===== config.mk =====
export PLATFORM = sky130hd
export DESIGN_NAME = instr_sequencer
export DESIGN_NICKNAME = d
export VERILOG_FILES = /design/src/rtl/instr_decd_pkg.sv /design/src/rtl/seq_prefetch_fifo.sv /design/src/rtl/instr_sequencer.sv
export SDC_FILE = /design/constraint.sdc
export NUM_CORES = 1
export LEC_CHECK = 0
export ABC_AREA = 1
export CAP_MARGIN = 25
export CORE_ASPECT_RATIO = 1.25
export CORE_UTILIZATION = 42
export CTS_CLUSTER_SIZE = 12
export DETAILED_ROUTE_END_ITERATION = 8
export PLACE_DENSITY = 0.65
export SLEW_MARGIN = 20
export SYNTH_ARGS = -nofsm -noshare
export SYNTH_HDL_FRONTEND = slang
export SYNTH_SLANG_ARGS = --single-unit

===== constraint.sdc =====
create_clock -name clk -period 4.4 [get_ports clk]
set_clock_uncertainty 0.1 [all_clocks]
set_input_delay 1.32 -clock clk [delete_from_list [all_inputs] [get_ports clk]]
set_output_delay 1.32 -clock clk [all_outputs]
set_load 0.02 [all_outputs]

===== src/rtl/instr_decd_pkg.sv =====
// Shared types and constants for the instruction sequencer and decoder.
package instr_decd_pkg;

   localparam int unsigned INSTR_L = 64;
   localparam logic [INSTR_L-1:0] NOP = '0;

   typedef enum logic [1:0] {IDLE, RUN, DRAIN, DONE} seq_state_t;

endpackage


===== src/rtl/seq_prefetch_fifo.sv =====
// Synchronous prefetch FIFO; head is registered storage, no write-through bypass.
module seq_prefetch_fifo #(
   parameter int unsigned WIDTH = 64,
   parameter int unsigned DEPTH = 4
) (
   input  logic                   clk,
   input  logic                   rst,
   input  logic                   i_push,
   input  logic                   i_pop,
   input  logic [WIDTH-1:0]       i_wdata,
   output logic [WIDTH-1:0]       o_rdata,
   output logic                   o_empty,
   output logic                   o_full,
   output logic [$clog2(DEPTH):0] o_count
);
   localparam int unsigned AW = $clog2(DEPTH);

   logic [WIDTH-1:0] r_mem [DEPTH];
   logic [AW-1:0]    r_rd_ptr;
   logic [AW-1:0]    r_wr_ptr;
   logic [AW:0]      r_count;
   logic             w_push;
   logic             w_pop;

   assign o_empty = (r_count == '0);
   assign o_full  = (r_count == (AW+1)'(DEPTH));
   assign o_count = r_count;
   assign o_rdata = r_mem[r_rd_ptr];

   // A push into a full FIFO is only accepted when the head leaves in the same cycle.
   assign w_pop  = i_pop && !o_empty;
   assign w_push = i_push && (!o_full || w_pop);

   always_ff @(posedge clk) begin
      if (w_push) r_mem[r_wr_ptr] <= i_wdata;
   end

   always_ff @(posedge clk or posedge rst) begin
      if (rst) begin
         r_rd_ptr <= '0;
         r_wr_ptr <= '0;
         r_count  <= '0;
      end else begin
         if (w_push) r_wr_ptr <= r_wr_ptr + AW'(1);
         if (w_pop)  r_rd_ptr <= r_rd_ptr + AW'(1);
         unique case ({w_push, w_pop})
            2'b10:   r_count <= r_count + (AW+1)'(1);
            2'b01:   r_count <= r_count - (AW+1)'(1);
            default: r_count <= r_count;
         endcase
      end
   end

endmodule


===== src/rtl/instr_sequencer.sv =====
// Fetches a program into a prefetch FIFO, issues one instruction per enabled
// cycle, drains the datapath pipeline and pulses done.
module instr_sequencer
   import instr_decd_pkg::*;
#(
   parameter int unsigned ADDR_W     = 16,
   parameter int unsigned FIFO_DEPTH = 4,
   parameter int unsigned PIPE_DEPTH = 8
) (
   input  logic               clk,
   input  logic               rst,
   input  logic               i_start,
   input  logic [ADDR_W-1:0]  i_base_addr,
   input  logic [ADDR_W-1:0]  i_n_instr,
   output logic               o_instr_req,
   output logic [ADDR_W-1:0]  o_instr_addr,
   input  logic               i_instr_gnt,
   input  logic               i_instr_rvld,
   input  logic [INSTR_L-1:0] i_instr_rdata,
   input  logic               i_ext_stall,
   output logic               o_pipe_en,
   output logic               o_instr_vld,
   output logic [INSTR_L-1:0] o_instr_out,
   output logic               o_busy,
   output logic               o_done,
   output logic               o_err
);
   localparam int unsigned CW = $clog2(FIFO_DEPTH) + 1;
   localparam int unsigned DW = (PIPE_DEPTH > 1) ? $clog2(PIPE_DEPTH) : 1;

   seq_state_t        r_state;
   seq_state_t        w_state_d;
   logic [ADDR_W-1:0] r_addr;
   logic [ADDR_W-1:0] r_n;
   logic [ADDR_W-1:0] r_fetched;
   logic [ADDR_W-1:0] r_issued;
   logic [CW-1:0]     r_outst;
   logic [DW-1:0]     r_drain;
   logic              r_err;

   logic               w_start_acc;
   logic               w_gnt_acc;
   logic               w_push;
   logic               w_pop;
   logic               w_straggler;
   logic               w_credit_ok;
   logic               w_fifo_empty;
   logic               w_fifo_full;
   logic [CW-1:0]      w_fifo_count;
   logic [INSTR_L-1:0] w_head;

   seq_prefetch_fifo #(
      .WIDTH (INSTR_L),
      .DEPTH (FIFO_DEPTH)
   ) u_fifo (
      .clk     (clk),
      .rst     (rst),
      .i_push  (w_push),
      .i_pop   (w_pop),
      .i_wdata (i_instr_rdata),
      .o_rdata (w_head),
      .o_empty (w_fifo_empty),
      .o_full  (w_fifo_full),
      .o_count (w_fifo_count)
   );

   // Every fetch in flight owns a FIFO slot, so responses can never overflow it.
   assign w_credit_ok = !w_fifo_full &&
                        (({1'b0, r_outst} + {1'b0, w_fifo_count}) < (CW+1)'(FIFO_DEPTH));
   assign o_instr_req  = (r_state == RUN) && (r_fetched < r_n) && w_credit_ok;
   assign o_instr_addr = r_addr;
   assign w_start_acc  = (r_state == IDLE) && i_start;
   assign w_gnt_acc    = o_instr_req && i_instr_gnt;
   assign w_straggler  = i_instr_rvld && (r_outst == '0);
   assign w_push       = i_instr_rvld && !w_straggler;
   assign o_busy       = (r_state != IDLE);
   assign o_done       = (r_state == DONE);
   assign o_err        = r_err;

   always_ff @(posedge clk or posedge rst) begin
      if (rst) r_state <= IDLE;
      else     r_state <= w_state_d;
   end

   always_comb begin
      w_state_d   = r_state;
      w_pop       = 1'b0;
      o_pipe_en   = 1'b0;
      o_instr_vld = 1'b0;
      o_instr_out = NOP;
      unique case (r_state)
         IDLE: begin
            if (i_start) w_state_d = (i_n_instr == '0) ? DONE : RUN;
         end
         RUN: begin
            if (!w_fifo_empty && !i_ext_stall) begin
               w_pop       = 1'b1;
               o_pipe_en   = 1'b1;
               o_instr_vld = 1'b1;
               o_instr_out = w_head;
               if (r_issued + ADDR_W'(1) == r_n) w_state_d = DRAIN;
            end
         end
         DRAIN: begin
            o_pipe_en = !i_ext_stall;
            if (!i_ext_stall && (r_drain == DW'(PIPE_DEPTH - 1))) w_state_d = DONE;
         end
         DONE:    w_state_d = IDLE;
         default: w_state_d = IDLE;
      endcase
   end

   always_ff @(posedge clk or posedge rst) begin
      if (rst) begin
         r_addr    <= '0;
         r_n       <= '0;
         r_fetched <= '0;
         r_issued  <= '0;
         r_drain   <= '0;
         r_outst   <= '0;
         r_err     <= 1'b0;
      end else begin
         if (w_start_acc) begin
            r_addr    <= i_base_addr;
            r_n       <= i_n_instr;
            r_fetched <= '0;
            r_issued  <= '0;
            r_drain   <= '0;
         end else begin
            if (w_gnt_acc) begin
               r_addr    <= r_addr + ADDR_W'(1);
               r_fetched <= r_fetched + ADDR_W'(1);
            end
            if (w_pop) r_issued <= r_issued + ADDR_W'(1);
            if ((r_state == DRAIN) && o_pipe_en) r_drain <= r_drain + DW'(1);
         end
         if (w_gnt_acc && !w_push)      r_outst <= r_outst + CW'(1);
         else if (!w_gnt_acc && w_push) r_outst <= r_outst - CW'(1);
         r_err <= w_start_acc ? 1'b0 : (r_err | w_straggler);
      end
   end

endmodule


==> run metrics, run 1 <==
status finished, final reports clean; Total GRT Usage 0.202; worst-path fanout max 34; H-tree depth 2; commonest non-fill, non-tap cells in the layout 319 x nor2_1, 256 x edfxtp_1, 239 x nand2_1, 161 x o21ai_0, 121 x clkdlybuf4s50_1; drt drc 0; Min Hold Slack 424 ps; RD Place Congestion ~0.88; Synth Flop Type edfxtp_1; worst slew pin tran approximately 860 ps; Die H roughly 220 um; Pleak ~7.7 nW; area grow syn2layout 23.3%; floorplan row count approximately 80; Tmin final 4260 ps; nets 1878; Syn Area/Cell 9.92 sq um; asr flop ratio synth 0.238; final instance area 19100 sq um; total grt overflow 0; commonest non-fill, non-tap cell in the layout nor2_1; clock-pin slew on the worst setup and hold paths around 60 ps; Synth Instances approximately 1.6k; ANT nets after route 0; post-route clock period utilization 0.968; CP Launch Type primary input; sw frac 0.378; DR vias 11.5k; #FFs+latches synth about 340; Port Buffers between 150 and 200; Core Area approximately 36000 sq um; logic gate share of total power 0.366; clock buffer depth 3; DP HPWL 24300 um; CTS buffer count 37; slowest CP cell clkdlybuf4s50_1; syn_nets between 1.5k and 2k; CP max stage delay around 450 ps; Peak Freq between 200 and 250 MHz; Die ar. 37600 sq um; sequential power share 0.384; Detailed Route WL ~38000 um; max_slew headroom 0.425; Ports 188; Internal between 7 and 8 mW; RSZ-0062 raised after global routing false; final setup vio count 0; NetSw ~4.4 mW; initial drt markers just under 800; Cell Chain, Critical Path clkdlybuf4s50_1 -> a21oi_2 -> nand2_4 -> buf_12 -> a21oi_1 -> dlygate4sd2_1; synthesized area roughly 15000 sq um; CTS root buffer clkbuf_16; number of synthesized flops with an enable pin between 200 and 300; CP endpoint kind output port; Synth cell types just over 40; clock network fraction of design power 0.251; DP Area roughly 18000 sq um; WL/cell roughly 17 um; CP arrival 2840 ps; Via density approximately 5; Max Slew Vio Count 0; Tightest Hold Check Type reg2reg; Worst Path Required just under 3000 ps; CP Class in2out; Die X-Extent 174 um; power per cell area approximately 600 nW/um^2; yosys warns 0; clk_lat worst skew between 500 and 600 ps; CTS tree yes; starting density of the core 0.426; final hold vios 0; share of cells above drive strength 1 0.0602; vias in the first global route between 10k and 15k; VDD IR-drop max approximately 340 uV; antenna violations before repair 0; MaxCap Viol Count 0; largest net degree at the start of global routing 131; Seq/Total Area, Yosys 0.627; number of clock sinks 336; router iterations before antenna repair 7; global-route wire length before repair 59700 um
-- what timing repair did --
action                     CTS  global route
setup endpoints to repair   66             1
cloned                       0             0
buffers inserted             0             0
resized for setup           66             1
hold buffers                 0             0
-- power by group through the flow --
stage	Combinational, mW	Sequential [mW]	Clock [mW]
2_1_floorplan	2.69	4.56	0
3_3_place_gp	4.40	4.51	0
3_5_place_dp	4.43	4.53	0
4_1_cts	4.34	4.47	2.99
5_1_grt	4.79	4.54	3.11
6_report	4.26	4.47	2.93
-- Yosys cell counts, types with 3 or more instances --
library cell | count | area [sq um]
o22ai_1 | 8 | 50.1
nor4_1 | 3 | 18.8
inv_1 | 113 | 424
xor2_1 | 22 | 193
a31oi_1 | 5 | 31.3
nor3_1 | 6 | 30.0
buf_2 | 6 | 30.0
nand3_2 | 3 | 30.0
nand2_1 | 240 | 901
nand3_1 | 111 | 556
or2_2 | 3 | 18.8
xnor2_1 | 6 | 52.6
o21ai_0 | 161 | 806
nor2_2 | 6 | 37.5
buf_1 | 16 | 60.1
a21oi_1 | 76 | 380
clkbuf_1 | 42 | 158
dfrtp_1 | 80 | 2000
edfxtp_1 | 256 | 7690
nand4_1 | 12 | 75.1
nor2_1 | 323 | 1210
ha_1 | 33 | 413
-- routing by layer --
metal / vias up / routed length (um) / global-route usage
li1: 5639 / - / -
met1: 5527 / 15700 / 0.245
met2: 316 / 18900 / 0.354
met3: 57 / 2410 / 0.0432
met4: 0 / 866 / 0.0670
met5: - / 0 / 0
-- sequential cells by signal, summed over array words and instances, names as in the netlist --
signal and cells:
u_fifo.r_mem 256, o_instr_addr 16, r_fetched 16, r_issued 16, r_n 16, r_drain 3
r_outst 3, u_fifo.o_count 3, r_state 2, u_fifo.r_rd_ptr 2, u_fifo.r_wr_ptr 2, o_err 1
-- per-stage QoR --
step           utilization  setup slack (ps)  total power [mW]  cells  setup TNS (ps)
2_1_floorplan            -              -699              7.25   1558         -179070
6_report             0.525               141              11.7   2243               0
3_5_place_dp         0.495              -201              8.96   2182           -9280
3_3_place_gp         0.495              -150              8.92   2182           -7870
5_1_grt              0.525              52.2              12.4   2242               0
4_1_cts              0.525              1.53              11.8   2242               0
-- kinds of logic after synthesis --
| logic type | after synthesis | synth area share |
|---|---|---|
| simple gates | 714 | 0.190 |
| mux | 1 | 0.000729 |
| compound gates | 262 | 0.0897 |
| flops | 336 | 0.627 |
| fa+ha+maj | 35 | 0.0293 |
| xor+xnor | 29 | 0.0173 |
| buf+inv | 181 | 0.0454 |
-- path summary, 6_finish.rpt --
path	from	to	slack, ps	depth (start not counted)
worst max-delay path	i_ext_stall	o_instr_out[1]	140	6
worst min-delay path	r_n[10]$_DFFE_PP0P_	r_n[10]$_DFFE_PP0P_	420	2
worst max register to register	r_n[13]$_DFFE_PP0P_	r_outst[2]$_DFFE_PP0P_	1510	17
worst min register to register	r_n[10]$_DFFE_PP0P_	r_n[10]$_DFFE_PP0P_	420	2
max in group asynchronous	rst	r_drain[0]$_DFFE_PP0P_	2450	3
min in group asynchronous	rst	o_instr_addr[1]$_DFFE_PP0P_	1080	2
-- critical path, delay by kind of cell --
family / cells / cell delay (ps)
buf+inv: 3 / 1010
compound gates: 2 / 350
simple gates: 1 / 140
-- layout make-up --
cell class	count	area [sq um]
Clock buffer	48	1030
Antenna cell	1	2.50
Tap cell	480	601
Fill cell	3309	17300
Sequential cell	336	9690
Inverter	115	433
Timing Repair Buffer	210	2090
Clock inverter	12	106
Multi-Input combinational cell	1041	5100
(Power assumes the default switching activity.)
==> run 2: changes to the inputs <==
--- a/config.mk
+++ b/config.mk
@@ -9,8 +9,8 @@
 export CAP_MARGIN = 25
 export CORE_ASPECT_RATIO = 1.25
-export CORE_UTILIZATION = 42
-export CTS_CLUSTER_SIZE = 12
+export CORE_UTILIZATION = 51
+export CTS_CLUSTER_SIZE = 40
 export DETAILED_ROUTE_END_ITERATION = 8
-export PLACE_DENSITY = 0.65
+export PLACE_DENSITY = 0.77
 export SLEW_MARGIN = 20
 export SYNTH_ARGS = -nofsm -noshare
==> constraint.sdc (replaced) <==
create_clock -name clk -period 4.4 [get_ports clk]
set_clock_uncertainty 0.1 [all_clocks]
set_input_delay 0.88 -clock clk [delete_from_list [all_inputs] [get_ports clk]]
set_output_delay 0.88 -clock clk [all_outputs]
set_load 0.02 [all_outputs]
==> run 2 against run 1 <==
Effect of this change: final area fell by 1.0%; first-iteration DRC count grew 15%; via count increased by 0.51%; critical endpoint is now o_instr_out[37]; register-to-register slack worse by 220 ps; largest cell class unchanged.
==> run metrics, run 2 (synthesis results as in run 1) <==
Port Buffers between 150 and 200; multi-input logic area between 5000 and 6000 sq um; Worst Path Required 3420 ps; Internal roughly 7.2 mW; CP endpoint kind output port; Core Area just under 30000 sq um; share of cells above drive strength 1 0.0581; DP HPWL ~22000 um; Pleak 7.27 nW; VDD IR-drop max approximately 450 uV; CP max stage delay approximately 640 ps; CP Launch Type primary input; Antenna Cells 0; Max Slew Vio Count 0; gr busiest metal met2; nets ~1.9k; WL/cell roughly 17 um; Min Hold Slack about 430 ps; Die X-Extent roughly 160 um; starting density of the core 0.523; total grt overflow 0; H-tree depth 2; slowest CP cell clkdlybuf4s50_1; RSZ-0062 raised after global routing false; clock buffer depth 3; Tightest Hold Check Type reg2reg; CP Class in2out; Largest register FFs ~260; GR Util met1 0.298; final hold vios 0; worst-path fanout max 72; sw frac 0.377; Tmin final roughly 3700 ps; RD Place Congestion just over 0.9; antenna violations before repair 0; drt drc 0; post-CTS sizing 0; power per cell area 611 nW/um^2; commonest non-fill, non-tap cells in the layout 319 x nor2_1, 256 x edfxtp_1, 239 x nand2_1, 187 x clkdlybuf4s50_1, 161 x o21ai_0; Die ar. 31000 sq um; Post-Place Cells around 2.1k; CTS tree yes; final setup vio count 0; Total GRT Usage 0.235; max_slew headroom 0.446; area grow syn2layout 22.0%; Peak Freq ~270 MHz; initial drt markers between 900 and 1k; Post-Layout Cell Count 2152; CTS buffer count 34; Die H 197 um; MaxCap Viol Count 0; CTS root buffer clkbuf_16; Final Power around 12 mW; Via density around 5.4; clk_lat worst skew 520 ps; post-route clock period utilization 0.848; worst slew pin tran roughly 830 ps; status finished, final reports clean; NetSw approximately 4.3 mW; router iterations before antenna repair 5; cts hold-fix bufs 0; largest net degree at the start of global routing 130; DR vias between 10k and 15k; clock-pin slew on the worst setup and hold paths around 50 ps; register area roughly 9700 sq um; Ports between 150 and 200; M2 GR Usage 0.401; clock network fraction of design power 0.237; commonest non-fill, non-tap cell in the layout nor2_1; Detailed Route WL 36200 um; number of clock sinks 336; sequential power share 0.388; ANT nets after route 0; CP arrival between 2000 and 3000 ps; Largest Register u_fifo.r_mem; logic gate share of total power 0.374; met3 usage 0.0479; Fillers roughly 2.3k; most used cell, CP clkdlybuf4s50_1; Cell Chain, Critical Path clkdlybuf4s50_1 -> a21oi_2 -> nand2_2 -> buf_12 -> a21oi_1 -> clkdlybuf4s50_1; global-route wire length before repair 56600 um; floorplan row count 70; number of setup buffers added after CTS 0; vias in the first global route roughly 11k
-- run 2: changes by cell type in the layout (fill, tap and decap cells not counted), sizes merged, moves of 2 or more --
cell,delta
clkdlybuf4s50,+66
dlygate4sd2,-65
buf,-8
clkbuf,-7
clkinv,+5
clkinvlp,+2
inv,+2
-- run 2: worst paths after layout --
path / start / to / slack (ps) / cells past startpoint
max: i_ext_stall / o_instr_out[37] / 670 / 6
min: r_n[10]$_DFFE_PP0P_ / r_n[10]$_DFFE_PP0P_ / 430 / 2
max reg2reg: r_n[5]$_DFFE_PP0P_ / r_outst[2]$_DFFE_PP0P_ / 1290 / 16
min reg2reg: r_n[10]$_DFFE_PP0P_ / r_n[10]$_DFFE_PP0P_ / 430 / 2
max in group asynchronous: rst / r_drain[1]$_DFFE_PP0P_ / 2710 / 3
min in group asynchronous: rst / o_instr_addr[8]$_DFFE_PP0P_ / 700 / 2
-- run 2: cell type report --
cell class / count / area share
Clock inverter: 21 / 0.00783
Inverter: 115 / 0.0230
Timing Repair Buffer: 202 / 0.111
Sequential cell: 336 / 0.514
Tap cell: 396 / 0.0263
Clock buffer: 41 / 0.0482
Multi-Input combinational cell: 1041 / 0.270
-- run 2: worst max-delay path: cells and delay by family --
| kind | cells | cell delay (ps) |
|---|---|---|
| AOI/OAI and AO/OA | 2 | 410 |
| buffers and inverters | 3 | 1320 |
| and+or+nand+nor | 1 | 90 |
-- run 2: layer usage --
metal / routed length (um) / share of wire / vias to the layer above
li1: - / - / 5630
met1: 14800 / 0.41 / 5523
met2: 17800 / 0.49 / 375
met3: 2640 / 0.073 / 70
met4: 919 / 0.025 / 0
met5: 0 / 0 / -
-- run 2: per-stage QoR --
stage | setup WS [ps] | area (sq um) | utilization | TNS, ps
2_1_floorplan | -259 | 15400 | - | -66430
5_1_grt | 577 | 18900 | 0.639 | 0
3_5_place_dp | 684 | 17800 | 0.603 | 0
6_report | 669 | 18900 | 0.639 | 0
3_3_place_gp | 753 | 17800 | 0.603 | 0
4_1_cts | 666 | 18900 | 0.639 | 0
-- run 2: power groups by stage --
stage | clock network, mW | registers (mW) | logic, mW
detailed placement | 0 | 4.52 | 4.32
finish | 2.73 | 4.47 | 4.31
CTS | 2.79 | 4.46 | 4.35
floorplan | 0 | 4.56 | 2.69
global placement | 0 | 4.50 | 4.27
global route | 2.89 | 4.53 | 4.77
==> run 3: changes to the inputs <==
Clock period 4.4 ns to 3.2 ns, I/O delays scaled along.
==> run 3 against run 2 <==
Effect of this change: setup slack lost 520 ps; global-route usage is 0.90 points higher; core utilization is 1.7 points higher; largest cell class unchanged; final area up 2.6%; sequential power increased by 38%; wire length up 4.1%; largest power group unchanged; final cell count rose by 0.70%; clock power increased by 55%; sequential share of layout area is 1.3 points lower; non-clock buffer count rose by 13; via count is 2.3% higher; combinational power increased by 42%.
==> run metrics, run 3 (synthesis results as in run 1) <==
CP Class in2out; final setup TNS 0 ps; Final Power 16.5 mW; Pleak between 8 and 9 nW; final instance area approximately 19000 sq um; CP arrival 2310 ps; DR vias approximately 12k; CTS tree yes; Ports about 190; worst r2r src r_n[5]$_DFFE_PP0P_; final hold vios 0; worst-path fanout max 33; Die ar. ~31000 sq um; status finished, final reports clean; RD Place Congestion 0.938; Largest Register u_fifo.r_mem; Largest register FFs roughly 260; drt drc 0; clock-pin slew on the worst setup and hold paths around 60 ps; most used cell, CP clkdlybuf4s50_1; max_slew headroom 0.582; initial drt markers 875; total grt overflow 0; Peak Freq 328 MHz; number of setup buffers added after CTS 0; clk_lat worst skew 500 ps; vias in the first global route around 12k; Die H around 200 um; Max Slew Vio Count 0; Tmin final 3050 ps; cts hold-fix bufs 0; CTS buffer count 35; MaxCap Viol Count 0; WL/cell ~17 um; area grow syn2layout 25.3%; Cell Chain, Critical Path clkdlybuf4s50_1 -> a21oi_2 -> nand2_2 -> buf_12 -> inv_1 -> clkdlybuf4s50_1; Core Area 29500 sq um; floorplan row count 70; RSZ-0062 raised after global routing false; share of cells above drive strength 1 0.0672; DP Area ~18000 sq um; H-tree depth 2; worst slew pin tran 626 ps; commonest non-fill, non-tap cells in the layout 318 x nor2_1, 256 x edfxtp_1, 239 x nand2_1, 161 x o21ai_0, 121 x clkdlybuf4s50_1; CP Launch Type primary input; largest net degree at the start of global routing between 70 and 80; VDD IR-drop max between 600 and 700 uV; starting density of the core 0.523; final setup vio count 0; number of clock sinks ~340; Via density approximately 5.5; commonest non-fill, non-tap cell in the layout nor2_1; CP endpoint kind output port; CTS root buffer clkbuf_16; slowest CP cell clkdlybuf4s50_1; Tightest Hold Check Type in2async; Worst Path Required between 2000 and 2500 ps; Critical Path Source i_ext_stall; power per cell area 855 nW/um^2; Total GRT Usage 0.244; clock buffer depth 3; CP max stage delay 590 ps; post-route clock period utilization 0.954; ANT nets after route 0; Detailed Route WL 37600 um; nets roughly 1.9k; antenna violations before repair 2; router iterations before antenna repair 5; Die X-Extent about 160 um; DP HPWL ~24000 um; global-route wire length before repair 58800 um; Port Buffers around 190
[run 3: cell count changes in the layout (fill, tap and decap cells not counted), sizes merged]
| cell | before | now |
|---|---|---|
| diode | 0 | 1 |
| dlymetal6s2s | 0 | 56 |
| dlygate4sd2 | 0 | 9 |
| inv | 117 | 115 |
| bufinv | 1 | 6 |
| clkbuf | 41 | 42 |
| clkinvlp | 2 | 4 |
| clkdlybuf4s50 | 187 | 121 |
| clkinv | 16 | 13 |
| buf | 15 | 27 |
[run 3: worst max-delay path, delay by kind of cell]
kind,cells,cell delay (ps)
AND/OR/NAND/NOR,1,160
buffers and inverters,4,1330
AO/OA/AOI/OAI,1,150
[run 3: what timing repair did]
action | 4_1_cts | 5_1_grt
resized for setup | 13 | 59
gates cloned | 1 | 1
endpoints found under the setup margin | 44 | 57
hold endpoints to repair | 0 | 0
[run 3: where the power goes]
group          internal, mW  total (mW)  switching (mW)
registers              5.72        6.17           0.455
clock network          2.56        4.22            1.67
logic                  2.16        6.14            3.99
total                  10.4        16.5            6.11
[run 3: stage by stage]
| step | worst slack [ps] | util | cells | hold WS [ps] |
|---|---|---|---|---|
| CTS | 0.191 | 0.650 | 2165 | 397 |
| global placement | 76.2 | 0.608 | 2101 | 406 |
| finish | 147 | 0.656 | 2167 | 392 |
| global route | 28.3 | 0.656 | 2166 | 425 |
| floorplan | -168 | - | 1558 | 375 |
| detailed placement | 29.2 | 0.608 | 2101 | 410 |
[run 3: worst paths after layout]
kind,endpoint,slack [ps],cells past startpoint
max in group asynchronous,r_issued[3]$_DFFE_PP0P_,1930,3
worst min register to register,o_err$_DFF_PP0_,430,2
min in group clk,o_err$_DFF_PP0_,430,2
worst min-delay path,o_instr_addr[12]$_DFFE_PP0P_,390,2
worst max-delay path,o_instr_vld,150,6
worst max register to register,r_outst[2]$_DFFE_PP0P_,390,16
[run 3: layout make-up]
type / instances / area [sq um]
fill: 2210 / 10200
sequential: 336 / 9690
multi-input combinational: 1041 / 5090
timing repair buffer: 215 / 2430
clock buffer: 40 / 916
tap: 396 / 495
inverter: 115 / 435
clock inverter: 23 / 290
antenna: 1 / 2.50
[run 3: routing by layer]
metal / vias up / track usage / share of wire
met3: 93 / 0.0517 / 0.078
met2: 470 / 0.421 / 0.50
met5: - / 0 / 0.00035
li1: 5656 / - / -
met1: 5643 / 0.293 / 0.39
met4: 2 / 0.105 / 0.033
